--- src/rtl/key_sideload_seq.sv ---
// key_sideload_seq: snapshots a multi-share key (hw sideload or sw register file) on start and
// streams it as 32-bit words. Optional macro KEY_SIDELOAD_SEQ_WIPE_EN wipes key storage after each transfer.
module key_sideload_seq #(
    parameter int SHARES    = 2,
    parameter int KEY_WIDTH = 256,
    localparam int NUM_REGS_KEY = KEY_WIDTH / 32,
    localparam int NUM_WORDS    = SHARES * NUM_REGS_KEY,
    localparam int AW  = (NUM_WORDS > 1) ? $clog2(NUM_WORDS) : 1,
    localparam int SHW = (SHARES > 1) ? $clog2(SHARES) : 1,
    localparam int IW  = (NUM_REGS_KEY > 1) ? $clog2(NUM_REGS_KEY) : 1
) (
    input  logic                        clk_i,
    input  logic                        rst_i,
    input  logic                        sideload_sel_i,
    input  logic                        hw_key_valid_i,
    input  logic [SHARES*KEY_WIDTH-1:0] hw_key_i,
    input  logic                        sw_we_i,
    input  logic [AW-1:0]               sw_addr_i,
    input  logic [31:0]                 sw_wdata_i,
    input  logic                        start_i,
    output logic                        busy_o,
    output logic                        out_valid_o,
    input  logic                        out_ready_i,
    output logic [31:0]                 out_data_o,
    output logic [SHW-1:0]              out_share_o,
    output logic [IW-1:0]               out_idx_o,
    output logic                        out_last_o,
    output logic                        done_o,
    output logic                        err_o
);

    typedef enum logic [1:0] {
        ST_IDLE   = 2'd0,
        ST_STREAM = 2'd1,
        ST_DONE   = 2'd2
    } state_t;

    localparam logic [AW-1:0]  CNT_LAST = AW'(NUM_WORDS - 1);
    localparam logic [AW-1:0]  CNT_ONE  = AW'(1);
    localparam logic [IW-1:0]  IDX_MAX  = IW'(NUM_REGS_KEY - 1);
    localparam logic [IW-1:0]  IDX_ONE  = IW'(1);
    localparam logic [SHW-1:0] SHR_ONE  = SHW'(1);

    state_t        state_r;
    state_t        state_nxt_s;
    logic [31:0]   snap_r       [NUM_WORDS];
    logic [31:0]   sw_reg_r     [NUM_WORDS];
    logic [31:0]   sw_wr_word_s [NUM_WORDS];
    logic [31:0]   src_word_s   [NUM_WORDS];
    logic [AW-1:0] cnt_r;
    logic [AW-1:0] cnt_inc_s;
    logic          addr_ok_s;
    logic          sw_wr_ok_s;
    logic          start_acc_s;
    logic          beat_s;
    logic          last_beat_s;
    logic          err_nxt_s;
    logic          wipe_s;

    assign cnt_inc_s  = cnt_r + CNT_ONE;
    assign addr_ok_s  = (32'(sw_addr_i) < 32'(NUM_WORDS));
    assign sw_wr_ok_s = sw_we_i && addr_ok_s && (state_r == ST_IDLE);

`ifdef KEY_SIDELOAD_SEQ_WIPE_EN
    assign wipe_s = (state_r == ST_DONE);
`else
    assign wipe_s = 1'b0;
`endif

    // Source selection; a same-cycle sw write is forwarded so the snapshot sees it.
    always_comb begin
        for (int w = 0; w < NUM_WORDS; w++) begin
            if (sw_wr_ok_s && (sw_addr_i == AW'(w))) begin
                sw_wr_word_s[w] = sw_wdata_i;
            end else begin
                sw_wr_word_s[w] = sw_reg_r[w];
            end
            if (sideload_sel_i) begin
                src_word_s[w] = hw_key_i[w*32 +: 32];
            end else begin
                src_word_s[w] = sw_wr_word_s[w];
            end
        end
    end

    // Next-state and control strobes.
    always_comb begin
        state_nxt_s = state_r;
        start_acc_s = 1'b0;
        beat_s      = 1'b0;
        last_beat_s = 1'b0;
        err_nxt_s   = 1'b0;
        case (state_r)
            ST_IDLE: begin
                if (start_i) begin
                    if (sideload_sel_i && !hw_key_valid_i) begin
                        err_nxt_s = 1'b1;
                    end else begin
                        start_acc_s = 1'b1;
                        state_nxt_s = ST_STREAM;
                    end
                end else begin
                    state_nxt_s = ST_IDLE;
                end
            end
            ST_STREAM: begin
                beat_s = out_valid_o && out_ready_i;
                if (beat_s && (cnt_r == CNT_LAST)) begin
                    last_beat_s = 1'b1;
                    state_nxt_s = ST_DONE;
                end else begin
                    state_nxt_s = ST_STREAM;
                end
                err_nxt_s = start_i;
            end
            ST_DONE: begin
                state_nxt_s = ST_IDLE;
                err_nxt_s   = start_i;
            end
            default: begin
                state_nxt_s = ST_IDLE;
            end
        endcase
        if (sw_we_i && !sw_wr_ok_s) begin
            err_nxt_s = 1'b1;
        end else begin
            err_nxt_s = err_nxt_s;
        end
    end

    // State, stream position and registered outputs.
    always_ff @(posedge clk_i or posedge rst_i) begin
        if (rst_i) begin
            state_r     <= ST_IDLE;
            cnt_r       <= '0;
            busy_o      <= 1'b0;
            done_o      <= 1'b0;
            err_o       <= 1'b0;
            out_valid_o <= 1'b0;
            out_data_o  <= 32'h0000_0000;
            out_share_o <= '0;
            out_idx_o   <= '0;
            out_last_o  <= 1'b0;
        end else begin
            state_r <= state_nxt_s;
            busy_o  <= (state_nxt_s != ST_IDLE);
            done_o  <= (state_nxt_s == ST_DONE);
            err_o   <= err_nxt_s;
            if (start_acc_s) begin
                out_valid_o <= 1'b1;
                cnt_r       <= '0;
                out_share_o <= '0;
                out_idx_o   <= '0;
                out_data_o  <= src_word_s[0];
                out_last_o  <= (NUM_WORDS == 1) ? 1'b1 : 1'b0;
            end else if (last_beat_s) begin
                // Don't leave key material on the bus once the stream ends.
                out_valid_o <= 1'b0;
                cnt_r       <= '0;
                out_share_o <= '0;
                out_idx_o   <= '0;
                out_data_o  <= 32'h0000_0000;
                out_last_o  <= 1'b0;
            end else if (beat_s) begin
                cnt_r      <= cnt_inc_s;
                out_data_o <= snap_r[cnt_inc_s];
                out_last_o <= (cnt_inc_s == CNT_LAST);
                if (out_idx_o == IDX_MAX) begin
                    out_idx_o   <= '0;
                    out_share_o <= out_share_o + SHR_ONE;
                end else begin
                    out_idx_o   <= out_idx_o + IDX_ONE;
                end
            end else begin
                out_valid_o <= out_valid_o;
            end
        end
    end

    // Key storage: snapshot on accepted start, sw writes in IDLE, optional wipe in DONE.
    always_ff @(posedge clk_i or posedge rst_i) begin
        if (rst_i) begin
            for (int w = 0; w < NUM_WORDS; w++) begin
                snap_r[w]   <= 32'h0000_0000;
                sw_reg_r[w] <= 32'h0000_0000;
            end
        end else begin
            for (int w = 0; w < NUM_WORDS; w++) begin
                if (start_acc_s) begin
                    snap_r[w] <= src_word_s[w];
                end else if (wipe_s) begin
                    snap_r[w] <= 32'h0000_0000;
                end else begin
                    snap_r[w] <= snap_r[w];
                end
                if (wipe_s) begin
                    sw_reg_r[w] <= 32'h0000_0000;
                end else begin
                    sw_reg_r[w] <= sw_wr_word_s[w];
                end
            end
        end
    end

endmodule

--- config.mk ---
export PLATFORM = sky130hd
export DESIGN_NAME = key_sideload_seq
export DESIGN_NICKNAME = d
export VERILOG_FILES = /design/src/rtl/key_sideload_seq.sv
export SDC_FILE = /design/constraint.sdc
export NUM_CORES = 2
export LEC_CHECK = 0
export CAP_MARGIN = 25
export CORE_MARGIN = 10
export CORE_UTILIZATION = 56
export CTS_CLUSTER_SIZE = 30
export DETAILED_ROUTE_END_ITERATION = 16
export GPL_TIMING_DRIVEN = 1
export PLACE_DENSITY = 0.8
export SETUP_SLACK_MARGIN = 0.15
export SLEW_MARGIN = 30
export SYNTH_ARGS = -nofsm -noshare
export SYNTH_HDL_FRONTEND = slang
export SYNTH_SLANG_ARGS = --single-unit
--- constraint.sdc ---
create_clock -name clk_i -period 100.6 [get_ports clk_i]
set_input_delay 10.06 -clock clk_i [delete_from_list [all_inputs] [get_ports clk_i]]
set_output_delay 10.06 -clock clk_i [all_outputs]
set_load 0.01 [all_outputs]
* Yosys cells after proc, flatten, opt, wreduce, memory -nomap -nowiden
Cells that the tools add are included.
W data, S select, Z words.
** Cells by class
- $add $sub $neg :: 3
- Order comparisons :: 1
- Equality and inequality tests :: 21
- Muxes and demuxes :: 68
- Bitwise logic cells :: 1
- Reduce and logical (&&, ||, !) cells :: 31
** Operator list (number)
- $mux W32 :: 37
- $bmux W32 S4 :: 1
- $eq A4 B4 Y1 const B :: 10
- $logic_and A1 B1 Y1 :: 21
- $mux W1 :: 18
- $eq A4 B3 Y1 const B :: 4
- $mux W3 :: 4
- $mux W4 :: 3
- $eq A4 B2 Y1 const B :: 2
- $mux W2 :: 3
- $reduce_bool A3 Y1 :: 2
- $ge A5 B5 Y1 const B :: 1
- $not A4 Y5 :: 1
- $add A4 B1 Y4 const B :: 1
- $eq A2 B2 Y1 const B :: 2
- $eq A4 B1 Y1 const B :: 1
- $logic_not A4 Y1 :: 1
- $pmux W2 S2 :: 1
- $reduce_bool A2 Y1 :: 2
- $add A3 B1 Y3 const B :: 1
- $eq A3 B3 Y1 const B :: 1
- $eq A2 B1 Y1 const B :: 1
- $logic_not A1 Y1 :: 2
- $logic_not A2 Y1 :: 1
- 4 further kinds :: 4
** Word-level totals
- Register bits :: 1071
- Input port bits :: 555
- Output and inout bits :: 41

* Logic depth before layout (Yosys ltp)
- Depth in word-level cells :: 8
- Gate-level depth with buffers :: 11
- Depth with buffers taken out :: 7

* Least setup slack after synthesis
No wires, ideal clock.
- Path kind :: input -> register
- Start :: input port sw_addr_i[0]
- End :: register snap_r[100] in the netlist's numbering
- Arrival :: 11.364 ns
- Data required time :: 100.467 ns
- Setup slack :: 89.103 ns
- Stages :: 6
- Path buffers :: 1
- Path through :: or2_2 > nor2_1 > buf_4 > mux2_2 > mux2i_1 > o21ai_0
** RTL lines
- start, declared :: RTL line 18 : input logic [AW-1:0] sw_addr_i,
- end signal, assigned by index :: RTL line 190 : snap_r[w] <= src_word_s[w];
- end signal, assigned by index :: RTL line 194 : snap_r[w] <= snap_r[w];
- end, declared :: RTL line 46 : logic [31:0] snap_r [NUM_WORDS];

* Worst setup path after layout
- Start :: input port sideload_sel_i
- End :: register snap_r[119] in the netlist's numbering
** Between the ends
- Longest elaborated chain between the ends :: 4
** Ends and longest elaborated chain
- start, declared :: RTL line 14 : input logic sideload_sel_i,
- $logic_and A1 B1 Y1 :: RTL line 96 : if (sideload_sel_i && !hw_key_valid_i) begin
- $mux W1 :: RTL line 96
- $mux W1 :: RTL line 95 : if (start_i) begin
- $mux W1 :: RTL line 93 : case (state_r)
Parallel ways exist; a longest one is shown, timed or not.
A chain may end at the register's enable or synchronous reset.

==> flow_summary_export.csv <==
group,metric,value,unit
worst_setup_path,path_class,"input pin to flop",
cells_and_area,fin_nets,4889,
worst_setup_path,start_kind,"input pin",
clock_network,path_clk_slew,0.06,ns
floorplan,die_h,314,um
power_and_ir_drop,power_frac_clock,25.1,%
synthesis,postSynthCellCount,3873,
placed_design,dp_cells,5357,
routing,antenna_left,0,
floorplan,initial_core_util,56.6,%
timing,fin_crit,13.78,ns
synthesis,syn_area,48300,um2
routing,first_iter_violations,3392,
clock_network,cts_root_buffer,"clkbuf_16",
clock_network,cts_setup_buffers,0,
grt,grt_remaining_overflow,0,
outcome,status,"completed",
synthesis,ys_ff_latch,1071,
timing,tns,0,ns
worst_setup_path,arrival,14.29,ns
cells_and_area,n_fill_cell,6152,
flow_run,cap_violations,0,
grt,gr-usage-met3,7.51,%
grt,track_usage,30.3,%
worst_setup_path,cp_max_fo,112,
placed_design,gp_congestion,0.896,
timing,setup_viol,0,
power_and_ir_drop,leakage,27.9,nW
cells_and_area,drive_gt1_share,19.7,%
placed_design,hpwl,105,mm
floorplan,ios,596,
routing,dr.pass1.iters,7,
worst_hold_path,hold_class,"flop to flop",
synthesis,syn_avg_cell_area,12.5,um2
worst_setup_path,cp.required,101.11,ns
timing,worstMarginPinSlew,1.06,ns
floorplan,die_area,98400,um2
timing,fin_skew,0.0262,ns
grt,grt_pass1_wl,226,mm
clock_network,max-clock-path-buffers,3,
grt,grtUsageMet1,43.6,%
clock_network,cts_tree,"built",
grt,grt-busiest-layer,"met2",
routing,vias_per_cell,6.04,
grt,grt_pass1_vias,35002,
power_and_ir_drop,swShare,34.2,%
grt,global_route.usage.met2,44.3,%
worst_setup_path,endpoint_kind,"flop",
clock_network,h-tree-depth,3,
timing,timing.final.crit_share,13.7,%
timing,hold_viol,0,
cells_and_area,final_util,68.8,%
timing,rsz0062_at_grt,"no",
worst_setup_path,r2r_slack,96.42,ns
cells_and_area,area_delta_synth_final,21.6,%
grt,grt_max_degree,171,
grt,antenna_found_initial,34,
synthesis,ys_types,43,
clock_network,postCtsHoldBufs,0,
routing,vias,33765,
timing,max_slew_margin,29.3,%
floorplan,core,85400,um2
timing,layout_setup_ws,86.82,ns
clock_network,cts_resized,0,
timing,clock.fmax,0.0725,GHz
clock_network,numCtsBuffers,110,
cells_and_area,final_cells,5588,
synthesis,synth_warnings,0,
power_and_ir_drop,p_per_area,27.8,nW/um2
floorplan,rows,107,
power_and_ir_drop,p_int,1.08,mW
synthesis,syn-num-nets,4435,
clock_network,clkLatencyLatePin,0.68,ns
power_and_ir_drop,p_comb_share,34.5,%
placed_design,port_buffers,595,
power_and_ir_drop,pwr-share-seq,40.4,%
synthesis,synth-seq-area-share,55.5,%
power_and_ir_drop,power_switching,0.558,mW
placed_design,preCtsSetupSlack,85.77,ns
floorplan,die_w,314,um
clock_network,clkSinkCount,1071,
routing,drc,0,
routing,routed_wl,153,mm
routing,drt-wirelength-per-cell,27.4,um
power_and_ir_drop,irDropWorstVdd,0.0213,mV
timing,slew_violations,0,
==> sequential cells by signal, summed over array words and instances, names as in the netlist, 2 cells and up <==
| register | flops |
|---|---|
| state_r | 2 |
| snap_r | 512 |
| sw_reg_r | 512 |
| out_idx_o | 3 |
| out_data_o | 32 |
| cnt_r | 4 |
==> worst max-delay path, stage by stage <==
cell,delay (ns)
clkdlybuf4s50_1,0.56
clkinv_8,0.58
buf_6,0.63
buf_4,0.86
buf_4,0.88
mux2i_1,0.28
o21ai_0,0.12
==> power groups by stage <==
stage	clock (mW)	combinational, mW	sequential [mW]
2_1_floorplan	0	0.371	0.641
3_3_place_gp	0	0.534	0.655
3_5_place_dp	0	0.552	0.664
4_1_cts	0.414	0.557	0.658
5_1_grt	0.431	0.606	0.674
6_report	0.410	0.563	0.661
==> cell usage after synthesis (all sizes together) <==
cell type  instances  area share [%]
dfrtp           1071              55
nand2            586             4.6
mux2i            544              11
o21ai            514             5.3
mux2             480              11
clkbuf           167             1.3
buf              146             1.6
mux4             128             6.0
a21o              33            0.51
a31oi             33            0.43
o31a              33            0.60
o22ai             32            0.41
or3               32            0.41
nor2              23            0.18
inv                8           0.062
ha                 7            0.18
nand2b             5           0.065
nand3              5           0.052
a21oi              3           0.031
nand4b             3           0.054
xor2               3           0.054
a22o               2           0.036
or2                2           0.026
a21boi             1           0.016
a32o               1           0.021
and3               1           0.013
and4               1           0.018
and4bb             1           0.026
nand3b             1           0.016
nand4              1           0.013
nand4bb            1           0.023
nor2b              1           0.013
o21bai             1           0.016
o31ai              1           0.016
o32ai              1           0.018
xnor2              1           0.018
==> cell families (layout without fill, tap and decap cells) <==
| kind of cell | after synthesis | count (layout) | synth area share [%] |
|---|---|---|---|
| multiplexers | 1152 | 1152 | 28.5 |
| adder cells (fa/ha/maj) | 7 | 7 | 0.181 |
| AO/OA/AOI/OAI | 655 | 655 | 7.43 |
| XOR/XNOR | 4 | 4 | 0.0725 |
| AND/OR/NAND/NOR | 663 | 663 | 5.46 |
| flip-flops | 1071 | 1071 | 55.5 |
| buffers and inverters | 321 | 863 | 2.93 |
| other | 0 | 29 | 0 |
==> per-stage QoR <==
step                power, mW  hold WS [ns]  instance area, um2
finish                   1.63         0.465               58800
CTS                      1.63         0.465               58600
global placement         1.19         0.443               55000
detailed placement       1.22         0.451               55000
global route             1.71         0.485               58800
floorplan                1.01         0.433               48300
==> final timing paths <==
| check | cells past startpoint | start | endpoint |
|---|---|---|---|
| worst min-delay path | 2 | sw_reg_r[503]$_DFF_PP0_ | sw_reg_r[503]$_DFF_PP0_ |
| worst min register to register | 2 | sw_reg_r[503]$_DFF_PP0_ | sw_reg_r[503]$_DFF_PP0_ |
| worst max-delay path | 7 | sideload_sel_i | snap_r[119]$_DFFE_PP0P_ |
| worst max register to register | 7 | cnt_r[0]$_DFFE_PP0P_ | out_data_o[1]$_DFFE_PP0P_ |
| min in group asynchronous | 2 | rst_i | sw_reg_r[346]$_DFF_PP0_ |
| max in group asynchronous | 5 | rst_i | sw_reg_r[191]$_DFF_PP0_ |
==> layer usage <==
layer | up-vias | part of all wire [%]
li1 | 14710 | -
met1 | 17343 | 43
met2 | 1449 | 45
met3 | 249 | 9.1
met4 | 14 | 3.3
met5 | - | 0.060
==> layout by cell type (no fill, tap or decap), types with 4 or more instances in the layout <==
master / netlist / final
nor2_4: 0 / 16
clkdlybuf4s50_1: 0 / 590
mux2i_1: 544 / 544
ha_1: 7 / 6
mux2_2: 468 / 468
mux2_4: 6 / 6
mux2_1: 6 / 6
dfrtp_1: 1071 / 1070
bufinv_16: 0 / 5
clkinv_2: 0 / 24
a21o_1: 33 / 33
nand3_1: 5 / 4
inv_1: 8 / 6
buf_6: 4 / 13
clkbuf_16: 0 / 112
o21ai_1: 5 / 5
or3_1: 32 / 32
nand2b_1: 5 / 4
buf_4: 10 / 43
nor2_1: 23 / 7
clkbuf_1: 166 / 25
o31a_1: 33 / 33
nand2_1: 586 / 586
clkbuf_8: 0 / 27
a31oi_1: 33 / 33
o22ai_1: 32 / 32
o21ai_0: 509 / 509
mux4_2: 128 / 128
diode_2: 0 / 29
buf_2: 112 / 5
==> area by class of cell <==
class | count | area (um2) | share of cell area [%]
clock inverter | 36 | 372 | 0.632
clock buffer | 164 | 3270 | 5.56
tap | 1144 | 1430 | 2.44
inverter | 8 | 50.0 | 0.0852
antenna | 29 | 72.6 | 0.123
multi-input combinational | 2481 | 20300 | 34.5
timing repair buffer | 655 | 6490 | 11.1
sequential | 1071 | 26800 | 45.6
Power figures use the tool's default switching activity.
